## src/rtl/axis_src_pkg.sv

```systemverilog
// Shared definitions for the AXI-Stream packet source.
//   state_e       : packet FSM states
//   MODE_INC/LFSR : payload mode encodings on the `mode` input
//   LFSR_POLY_32  : default Galois feedback mask for 32-bit payloads
package axis_src_pkg;

  typedef enum logic [1:0] {
    ST_IDLE = 2'd0,
    ST_SEND = 2'd1,
    ST_DONE = 2'd2
  } state_e;

  localparam logic        MODE_INC     = 1'b0;
  localparam logic        MODE_LFSR    = 1'b1;
  localparam logic [31:0] LFSR_POLY_32 = 32'h80200003;

endpackage

```

## src/rtl/axis_pattern_gen.sv

```systemverilog
// Combinational next-payload-word function.
//   cur_word  in  : word currently presented
//   mode      in  : MODE_INC -> cur+1 (wraps), MODE_LFSR -> Galois LFSR step
//   poly      in  : LFSR feedback mask
//   next_word out : word for the following beat
module axis_pattern_gen
  import axis_src_pkg::*;
#(
  parameter int DATA_WIDTH = 32
) (
  input  logic [DATA_WIDTH-1:0] cur_word,
  input  logic                  mode,
  input  logic [DATA_WIDTH-1:0] poly,
  output logic [DATA_WIDTH-1:0] next_word
);

  always_comb begin
    next_word = cur_word + DATA_WIDTH'(1);
    if (mode == MODE_LFSR)
      next_word = (cur_word >> 1) ^ (cur_word[0] ? poly : '0);
  end

endmodule

```

## src/rtl/axis_packet_source.sv

```systemverilog
// AXI-Stream master emitting one finite test packet per accepted `start`.
// Ports:
//   m01_axis_aclk / m01_axis_areset : clock, async active-high reset
//   start, pkt_len, mode, seed      : packet request (captured in IDLE)
//   abort                           : shorten the current packet
//   busy, done, aborted             : status (all registered)
//   m01_axis_t*                     : AXI-Stream master port
// All outputs are flops; tready only feeds next-state logic.
module axis_packet_source
  import axis_src_pkg::*;
#(
  parameter int                    DATA_WIDTH = 32,
  parameter int                    LEN_WIDTH  = 12,
  parameter logic [DATA_WIDTH-1:0] LFSR_POLY  = DATA_WIDTH'(LFSR_POLY_32)
) (
  input  logic                    m01_axis_aclk,
  input  logic                    m01_axis_areset,
  input  logic                    start,
  input  logic [LEN_WIDTH-1:0]    pkt_len,
  input  logic                    mode,
  input  logic [DATA_WIDTH-1:0]   seed,
  input  logic                    abort,
  output logic                    busy,
  output logic                    done,
  output logic                    aborted,
  output logic [DATA_WIDTH-1:0]   m01_axis_tdata,
  output logic [DATA_WIDTH/8-1:0] m01_axis_tstrb,
  output logic                    m01_axis_tvalid,
  output logic                    m01_axis_tlast,
  input  logic                    m01_axis_tready
);

  localparam int STRB_W = DATA_WIDTH / 8;

  state_e                 state_q, state_d;
  logic [LEN_WIDTH-1:0]   len_q, len_d;
  logic [LEN_WIDTH-1:0]   k_q, k_d;
  logic                   mode_q, mode_d;
  logic                   abort_pend_q, abort_pend_d;
  logic [DATA_WIDTH-1:0]  tdata_q, tdata_d;
  logic [STRB_W-1:0]      tstrb_q, tstrb_d;
  logic                   tvalid_q, tvalid_d;
  logic                   tlast_q, tlast_d;
  logic                   busy_q, busy_d;
  logic                   done_q, done_d;
  logic                   aborted_q, aborted_d;

  logic [DATA_WIDTH-1:0]  next_word;
  logic [DATA_WIDTH-1:0]  first_word;
  logic [LEN_WIDTH-1:0]   k_inc;
  logic                   hs;
  logic                   pend_nxt;

  axis_pattern_gen #(.DATA_WIDTH(DATA_WIDTH)) u_gen (
    .cur_word  (tdata_q),
    .mode      (mode_q),
    .poly      (LFSR_POLY),
    .next_word (next_word)
  );

  assign hs    = tvalid_q & m01_axis_tready;
  assign k_inc = k_q + LEN_WIDTH'(1);
  // An all-zero LFSR state would lock up, so seed 0 becomes 1 in LFSR mode.
  assign first_word = (mode == MODE_LFSR && seed == '0) ? DATA_WIDTH'(1) : seed;
  // Abort on the beat that is already last has nothing left to shorten.
  assign pend_nxt = abort_pend_q | (abort & ~tlast_q);

  always_comb begin
    state_d      = state_q;
    len_d        = len_q;
    k_d          = k_q;
    mode_d       = mode_q;
    abort_pend_d = abort_pend_q;
    tdata_d      = tdata_q;
    tvalid_d     = tvalid_q;
    tlast_d      = tlast_q;
    busy_d       = busy_q;
    done_d       = 1'b0;
    aborted_d    = aborted_q;

    unique case (state_q)
      ST_IDLE: begin
        if (start) begin
          state_d      = ST_SEND;
          len_d        = pkt_len;
          mode_d       = mode;
          k_d          = '0;
          abort_pend_d = 1'b0;
          aborted_d    = 1'b0;
          tdata_d      = first_word;
          tvalid_d     = 1'b1;
          tlast_d      = (pkt_len == '0);
          busy_d       = 1'b1;
        end
      end
      ST_SEND: begin
        abort_pend_d = pend_nxt;
        if (hs) begin
          if (tlast_q) begin
            state_d   = ST_DONE;
            tvalid_d  = 1'b0;
            tlast_d   = 1'b0;
            busy_d    = 1'b0;
            done_d    = 1'b1;
            aborted_d = abort_pend_q;
          end else begin
            k_d     = k_inc;
            tdata_d = next_word;
            tlast_d = (k_inc == len_q) | pend_nxt;
          end
        end
      end
      ST_DONE: state_d = ST_IDLE;
      default: state_d = ST_IDLE;
    endcase

    tstrb_d = {STRB_W{tvalid_d}};
  end

  always_ff @(posedge m01_axis_aclk or posedge m01_axis_areset) begin
    if (m01_axis_areset) begin
      state_q      <= ST_IDLE;
      len_q        <= '0;
      k_q          <= '0;
      mode_q       <= MODE_INC;
      abort_pend_q <= 1'b0;
      tdata_q      <= '0;
      tstrb_q      <= '0;
      tvalid_q     <= 1'b0;
      tlast_q      <= 1'b0;
      busy_q       <= 1'b0;
      done_q       <= 1'b0;
      aborted_q    <= 1'b0;
    end else begin
      state_q      <= state_d;
      len_q        <= len_d;
      k_q          <= k_d;
      mode_q       <= mode_d;
      abort_pend_q <= abort_pend_d;
      tdata_q      <= tdata_d;
      tstrb_q      <= tstrb_d;
      tvalid_q     <= tvalid_d;
      tlast_q      <= tlast_d;
      busy_q       <= busy_d;
      done_q       <= done_d;
      aborted_q    <= aborted_d;
    end
  end

  assign busy            = busy_q;
  assign done            = done_q;
  assign aborted         = aborted_q;
  assign m01_axis_tdata  = tdata_q;
  assign m01_axis_tstrb  = tstrb_q;
  assign m01_axis_tvalid = tvalid_q;
  assign m01_axis_tlast  = tlast_q;

endmodule
```

## config.mk

```make
export PLATFORM = sky130hd
export DESIGN_NAME = axis_packet_source
export DESIGN_NICKNAME = d
export VERILOG_FILES = /design/src/rtl/axis_src_pkg.sv /design/src/rtl/axis_pattern_gen.sv /design/src/rtl/axis_packet_source.sv
export SDC_FILE = /design/constraint.sdc
export NUM_CORES = 1
export LEC_CHECK = 0
export ABC_AREA = 0
export CORE_ASPECT_RATIO = 0.75
export CORE_MARGIN = 1
export CORE_UTILIZATION = 40
export DETAILED_ROUTE_END_ITERATION = 12
export DONT_BUFFER_PORTS = 1
export SLEW_MARGIN = 20
export SYNTH_ARGS = -nofsm -noshare
export SYNTH_HDL_FRONTEND = slang
export SYNTH_SLANG_ARGS = --single-unit
```

## constraint.sdc

```tcl
create_clock -name m01_axis_aclk -period 3.49 [get_ports m01_axis_aclk]
set_clock_uncertainty 0.2 [all_clocks]
set_input_delay 0.349 -clock m01_axis_aclk [delete_from_list [all_inputs] [get_ports m01_axis_aclk]]
set_output_delay 0.349 -clock m01_axis_aclk [all_outputs]
set_load 0.01 [all_outputs]
```

==> metrics.sh, run 1 <==
RUN_STATUS='completed'
FINALCRITICALPERIOD_NS=2.77
AVERAGE_CELL_AREA_AFTER_SYNTHESIS_SQ_UM=7.69
ENDPOINT_KIND='register'
YS.FLOP_TYPE='dfrtp_1'
INITIAL_CORE_UTIL=0.420
PORT_BUFFERS=0
FINALSETUPVIOLATIONS=0
R2R_START='mode_q'
TRITONCTS='done'
DRTPASS1ITERATIONS=5
POST-ROUTE-DRC-COUNT=0
DIE_WIDTH_UM=123
R2R.WORST_PATH.CELLS=4
DRV_CAP=0
TIMING.HOLD.WORST_ENDPOINT='m01_axis_tdata[14]'
P_LEAK_nW=1.94
WORST_SKEW_PAIR.LATE_LATENCY_NS=0.33
CTS.CLK_SLEW.WORST_PATHS_NS=0.05
FINALCOREUTILIZATION=0.483
CTS_RESIZED=0
ROW_COUNT=32
SYNTHADDERAREAFRAC=0.00849
MIN_PERIOD_OVER_PERIOD=0.795
PLACEDCELLCOUNT=677
SYNTHESIS.YOSYS.WARNINGS=0
SYNTH-SEQ-AREA-SHARE=0.362
FINAL_CELL_COUNT_NO_FILL=720
MUXSHAREOFSYNTHAREA=0.0136
YS_TYPES=60
WORSTPATHARRIVAL_NS=2.79
ANT_NETS=0
CRITPATHLAUNCHTYPE='register'
REQUIRED_TIME_WORST_ENDPOINT_NS=3.51
WORSTSETUPPATHTYPE='reg -> reg'
VIASPERCELL=6.10
FIRST_GLOBAL_VIAS=4272
SYN-INSTANCE-COUNT=575
ANTENNA_FOUND_INITIAL=0
SYN_TO_FINAL_GROWTH_PCT=15.0
DR.FIRST_ITER.DRC_COUNT=348
HOLD_VIOL_FINAL=0
TOTALNEGATIVESETUPSLACK_NS=0
GRT_USE_TOTAL=0.246
POST_SYNTHESIS_SIMPLE_GATE_AREA_FRACTION=0.297
DETAIL_ROUTE.WIRELENGTH_MM=13.5
CRITICAL_PATH.MAX_FANOUT=28
HTREEDEPTH=3
POST_CTS_BUFFERS=0
MIN_SETUP_SLACK_POST_ROUTE_NS=0.717
TRITONCTS_NUM_SINKS=64
SYNTH-COMPOUND-AREA-SHARE=0.211
FILLER_CELL_COUNT=1050
HOLD_PATH.STARTPOINT='seed[14]'
CTS_INSERTED_BUFFERS=9
PWR_DENSITY_CELL_mW_PER_MM2=902
DIE_AREA_SQ_MM=0.0115
N_ANTENNA_CELL=0
POSTSYNTHNETCOUNT=628
DIE-HEIGHT_UM=93.1
GPL.FINAL_WEIGHTED_CONGESTION=0.822
RSZ0062_AT_GRT='no'
SYNTH-EDFF-COUNT=0
CTSHOLDBUFFERS=28
FLOORPLAN.CORE_AREA_SQ_MM=0.0105
CLOCK-ROOT-BUFFER='clkbuf_16'
SYNTH-XOR-AREA-SHARE=0.0515
PROPORTION_OF_LAYOUT_CELLS_WITH_A_DRIVE_SUFFIX_ABOVE_1=0.0736
WORSTHOLDPATHCELLS=2
ASYNC_FLOP_SHARE=1.00
CLOCK_PATH_BUFFERS=2
GRT_START_MAX_NET_PINS=46
LARGEST_FAMILY_OF_LOGIC_CELLS_BY_SYNTHESIZED_AREA='simple AND/OR/NAND/NOR gates'
TIMING.MAX_SLEW.REL_SLACK=0.392
ROUTEDWLPERCELL_UM=18.7
WORST_R2R_ENDPOINT='m01_axis_tdata[23]'
SYNTHESIZED_CELL_AREA_SQ_MM=0.00442
NETS=633
GRT_PASS1_WL_MM=21.6
FINAL_MAX_SLEW_VIOL_COUNT=0
TIMING.REG2REG.SETUP_SLACK_NS=0.72
HOLD_PATH_CLASS='in -> reg'
BOUNDARYPINS=91
DP.FINAL_HPWL_MM=9.41
YOSYS_REGISTER_BITS=64
WORST_MARGIN_SLEW_NS=0.904
VDD_IR_DROP_MAX_mV=0.323
ROUTED-VIA-COUNT=4395
MAX_FREQ_MHz=361
GRT_OVERFLOW_TOTAL=0
WORST_CASE_SETUP_SLACK_AFTER_PLACEMENT_NS=0.841
==> state kept, by name (all words and copies together) (netlist names) <==
signal	flops
busy	1
m01_axis_tdata	32
m01_axis_tlast	1
mode_q	1
state_q	2
abort_pend_q	1
k_q	12
len_q	12
aborted	1
done	1
==> metal layers <==
metal  share of wire  wire length, um  GRT usage  vias up
met4           0.015              201     0.0873        0
li1                -                -          -     2080
met3           0.092             1240     0.0738       19
met5               0                0          0        -
met2            0.42             5670      0.351      175
met1            0.47             6350      0.348     2121
==> cells by family (layout without fill, tap and decap cells) <==
family          Yosys count  in the layout
compound gates          147            147
xor+xnor                 26             26
fa+ha+maj                 3              3
buf+inv                  58             67
flops                    64             64
mux                       6              6
simple gates            271            271
==> worst max-delay path by stage <==
stage / start / to / slack [ns] / depth (start not counted)
after floorplan: m01_axis_tdata[2] / m01_axis_tdata[19] / 1.26 / 7
after global placement: m01_axis_tdata[1] / m01_axis_tdata[22] / 0.85 / 7
after detailed placement: mode_q / m01_axis_tdata[22] / 0.84 / 4
after CTS: mode_q / m01_axis_tdata[23] / 0.80 / 4
after global routing: mode_q / m01_axis_tdata[23] / 0.52 / 4
final: mode_q / m01_axis_tdata[23] / 0.72 / 4
==> cell usage after synthesis (4+ instances only) <==
master	number	area share
nand2_1	119	0.10
dfrtp_1	64	0.36
o21ai_0	48	0.054
nor2_1	40	0.034
clkbuf_1	36	0.031
a21oi_1	23	0.026
a31oi_1	22	0.031
nand3_1	21	0.024
nor3_1	18	0.020
nor4_1	18	0.025
xnor2_1	17	0.034
inv_1	12	0.010
o31ai_1	9	0.015
xor2_1	9	0.018
a211oi_1	7	0.012
and2_1	7	0.0099
mux2i_1	6	0.014
nand2b_1	6	0.0085
nand4_1	6	0.0085
o211ai_1	6	0.010
buf_4	5	0.0085
o221ai_1	5	0.0099
or3_1	5	0.0071
a221oi_1	4	0.0079
or2_2	4	0.0057
==> report_power, final <==
group,internal [mW],switching [mW],leakage [nW],total (mW)
clock,0.605,0.327,0.154,0.931
combinational,0.793,1.24,0.998,2.03
sequential,1.05,0.582,0.791,1.63
total,2.44,2.15,1.94,4.59
==> through the flow <==
step                      hold slack, ns  power (mW)  area (sq um)
after global routing              0.0172        4.95          5090
after global placement            0.0529        3.53          4500
after floorplan                    0.252        3.07          4420
after detailed placement          0.0561        3.60          4500
after CTS                       0.000540        4.58          5090
final                             0.0106        4.59          5090
==> cell usage in the layout, fill, tap and decap left out, types with 4 or more instances in the layout <==
| cell type | netlist | routed |
|---|---|---|
| xor2_1 | 9 | 9 |
| or2_2 | 4 | 4 |
| or3_1 | 5 | 5 |
| nor3_1 | 18 | 18 |
| a21oi_1 | 23 | 22 |
| mux2i_1 | 6 | 6 |
| buf_4 | 5 | 11 |
| dlygate4sd3_1 | 0 | 28 |
| o21ai_0 | 48 | 48 |
| xnor2_1 | 17 | 17 |
| nand4_1 | 6 | 6 |
| nor2_1 | 40 | 40 |
| nand2_1 | 119 | 119 |
| a31oi_1 | 22 | 22 |
| nor4_1 | 18 | 18 |
| o221ai_1 | 5 | 5 |
| and2_1 | 7 | 7 |
| nand3_1 | 21 | 21 |
| o211ai_1 | 6 | 6 |
| inv_1 | 12 | 11 |
| a221oi_1 | 4 | 4 |
| clkbuf_16 | 0 | 9 |
| a211oi_1 | 7 | 7 |
| nand2b_1 | 6 | 5 |
| dfrtp_1 | 64 | 64 |
| o31ai_1 | 9 | 9 |
==> layout make-up <==
class                      count  area [sq um]  share of cell area
sequential                    64          1600               0.315
clock inverter                 3          40.0             0.00787
multi-input combinational    453          2600               0.510
inverter                      13          48.8             0.00959
clock buffer                  12           267              0.0524
timing repair buffer          39           363              0.0713
tap                          136           170              0.0335
==> critical path: stages, from the launching register on <==
cell      delay (ns)
dfrtp_1         0.75
clkinv_1        0.90
o21ai_0         0.47
a41oi_1         0.08
o22a_1          0.24
(Power assumes the default switching activity.)
==> inputs of run 2 (changes only) <==
==> constraint.sdc (replaced) <==
create_clock -name m01_axis_aclk -period 2.7 [get_ports m01_axis_aclk]
set_clock_uncertainty 0.2 [all_clocks]
set_input_delay 0.27 -clock m01_axis_aclk [delete_from_list [all_inputs] [get_ports m01_axis_aclk]]
set_output_delay 0.27 -clock m01_axis_aclk [all_outputs]
set_load 0.01 [all_outputs]
==> metrics.sh, run 2 (same netlist as run 1, synthesis figures left out) <==
FINAL_COMMON_CELL='nand2_1'
N_ANTENNA_CELL=0
DETAIL_ROUTE.WIRELENGTH_MM=13.5
CP_SLOWEST_CELL='or4_1'
CRITPATHLAUNCHTYPE='register'
FINALSETUPVIOLATIONS=0
CRITICAL_PATH_BUF_INV_COUNT=0
DRV_CAP=0
CRITICAL_PATH.MAX_FANOUT=7
WORST_CASE_SETUP_SLACK_AFTER_PLACEMENT_NS=0.312
DP.FINAL_HPWL_MM=9.34
VDD_IR_DROP_MAX_mV=0.478
POWER_REPORT.INTERNAL_TOTAL_mW=3.31
MAXUSEDROUTINGLAYER='met4'
ROUTED-VIA-COUNT=4513
WORST_R2R_ENDPOINT='m01_axis_tdata[22]'
MAX_FREQ_MHz=411
CRITICAL_PATH.TOP_DELAY_FAMILY='simple AND/OR/NAND/NOR gates'
ROUTED-WL-MET3_MM=1.29
GRT_USE_TOTAL=0.249
TIMING.MAX_SLEW.REL_SLACK=0.443
PORT_BUFFERS=0
NETSWITCHINGFRACTION=0.458
LAYOUT_COMMON_CELLS='nand2_1 (119), dfrtp_1 (64), o21ai_0 (48)'
POST_CTS_BUFFERS=0
TOTALNEGATIVESETUPSLACK_NS=0
MIN_PERIOD_OVER_PERIOD=0.901
RUN_STATUS='completed'
R2R_START='m01_axis_tdata[12]'
MIN_SETUP_SLACK_POST_ROUTE_NS=0.266
GRT_START_MAX_NET_PINS=65
POWER.SEQUENTIAL.FRACTION=0.328
CLOCK_PATH_BUFFERS=2
DR.FIRST_ITER.DRC_COUNT=427
WORSTPATHCELLLIST='nand3_2 -> or2_2 -> or4_1 -> a221oi_1 -> nor3_1'
PROPORTION_OF_LAYOUT_CELLS_WITH_A_DRIVE_SUFFIX_ABOVE_1=0.0934
CTS_INSERTED_BUFFERS=9
FINALCOREUTILIZATION=0.506
FLOORPLAN.CORE_AREA_SQ_MM=0.0105
FIRST_GLOBAL_VIAS=4294
ROW_COUNT=32
PWR_DENSITY_CELL_mW_PER_MM2=1150
ENDPOINT_KIND='register'
DIE-HEIGHT_UM=93.1
ANTENNA_FOUND_INITIAL=0
NETS=658
WORST_SKEW_PAIR.LATE_LATENCY_NS=0.33
CRITPATHMAXSTAGEDELAY_NS=0.59
FINAL_MAX_SLEW_VIOL_COUNT=0
RSZ0062_AT_GRT='no'
COMBINATIONALPOWERSHARE=0.469
HOLD_PATH_CLASS='in -> reg'
GPL.FINAL_WEIGHTED_CONGESTION=0.869
LARGEST_REGISTER_FFS=32
SHARE_CLK_OF_TOTAL_POWER=0.203
HTREEDEPTH=3
DRTPASS1ITERATIONS=5
SEQCELLAREA_SQ_MM=0.00160
HOLD_PATH.STARTPOINT='seed[22]'
HOLD_VIOL_FINAL=0
WORST_MARGIN_SLEW_NS=0.836
GRT_OVERFLOW_TOTAL=0
SYN_TO_FINAL_GROWTH_PCT=20.4
REQUIRED_TIME_WORST_ENDPOINT_NS=2.70
TRITONCTS='done'
CTS_RESIZED=0
GRT_PASS1_WL_MM=22.0
P_LEAK_nW=2.07
BOUNDARYPINS=91
HOLD_SLACK_NS=0.0248
ROUTEDWLPERCELL_UM=18.1
WORSTPATHARRIVAL_NS=2.43
VIASPERCELL=6.05
FILLER_CELL_COUNT=1010
WORSTSETUPPATHTYPE='reg -> reg'
TIMING.REG2REG.SETUP_SLACK_NS=0.27
TRITONCTS_NUM_SINKS=64
CTS.CLK_SLEW.WORST_PATHS_NS=0.05
DETAIL_ROUTE.WIRELENGTH.MET1_MM=6.40
FINALCRITICALPERIOD_NS=2.43
POST-ROUTE-DRC-COUNT=0
INITIAL_CORE_UTIL=0.420
WIRE_LENGTH_ON_MET2_MM=5.66
DIE_AREA_SQ_MM=0.0115
DIE_WIDTH_UM=123
MULTI_INPUT_GATE_AREA_SQ_MM=0.00260
WORSTHOLDPATHCELLS=2
CLOCK-ROOT-BUFFER='clkbuf_16'
NETSWITCHINGPOWER_mW=2.80
R2R.WORST_PATH.CELLS=5
ANT_NETS=0
TIMING.HOLD.WORST_ENDPOINT='m01_axis_tdata[22]'
[run 2: cell types whose count changed in the layout (fill, tap and decap cells not counted)]
cell | previous run | this run
clkbuf_8 | 3 | 4
dlygate4sd3_1 | 28 | 39
buf_4 | 11 | 24
clkinv_2 | 2 | 1
clkbuf_1 | 0 | 1
buf_12 | 0 | 1
[run 2: worst reg2reg max path, delay by kind of cell (launching register included)]
kind | cells | cell delay [ns]
and+or+nand+nor | 4 | 1.24
DFF | 1 | 0.52
AOI/OAI and AO/OA | 1 | 0.34
[run 2: layout make-up]
class                           instances  share of cell area
Tap cell                              136              0.0319
Sequential cell                        64               0.301
Clock buffer                           14              0.0533
Clock inverter                          2             0.00658
Multi-Input combinational cell        453               0.487
Timing Repair Buffer                   64               0.111
Inverter                               13             0.00916
[run 2: stage by stage]
stage	area (sq um)	cells	power, mW
global placement	4620	691	4.72
detailed placement	4620	691	4.78
floorplan	4420	575	3.97
global route	5330	746	6.59
CTS	5330	746	6.09
finish	5330	746	6.10
[run 2: timing repair]
item                                   CTS  global route
setup endpoints to repair                0             0
endpoints found under the hold margin  104             0
hold buffers                            39             0
[run 2: routing by layer]
metal,global-route usage,vias up
met3,0.0683,15
met2,0.358,235
met4,0.0743,0
met1,0.360,2129
met5,0,-
li1,-,2134
[run 2: worst max path at each step]
stage	from	endpoint	depth (start not counted)
after floorplan	m01_axis_tdata[2]	m01_axis_tdata[19]	7
after global placement	m01_axis_tdata[12]	m01_axis_tdata[22]	5
after detailed placement	m01_axis_tdata[12]	m01_axis_tdata[22]	5
after CTS	m01_axis_tdata[12]	m01_axis_tdata[22]	5
after global routing	m01_axis_tdata[12]	m01_axis_tdata[22]	5
final	m01_axis_tdata[12]	m01_axis_tdata[22]	5
[run 2: power by group through the flow]
stage	combinational, mW	sequential (mW)	clock (mW)
floorplan	2.11	1.86	0
global placement	2.73	1.99	0
detailed placement	2.77	2.00	0
CTS	2.84	1.99	1.26
global route	3.21	2.08	1.30
finish	2.86	2.00	1.24
==> inputs of run 3 (changes only) <==
--- a/config.mk
+++ b/config.mk
@@ -11,6 +11,7 @@
 export CORE_UTILIZATION = 40
 export DETAILED_ROUTE_END_ITERATION = 12
 export DONT_BUFFER_PORTS = 1
+export SKIP_LAST_GASP = 1
 export SLEW_MARGIN = 20
 export SYNTH_ARGS = -nofsm -noshare
 export SYNTH_HDL_FRONTEND = slang
==> results of run 3 <==
Final layout, timing and power as in run 2 (identical DEF).
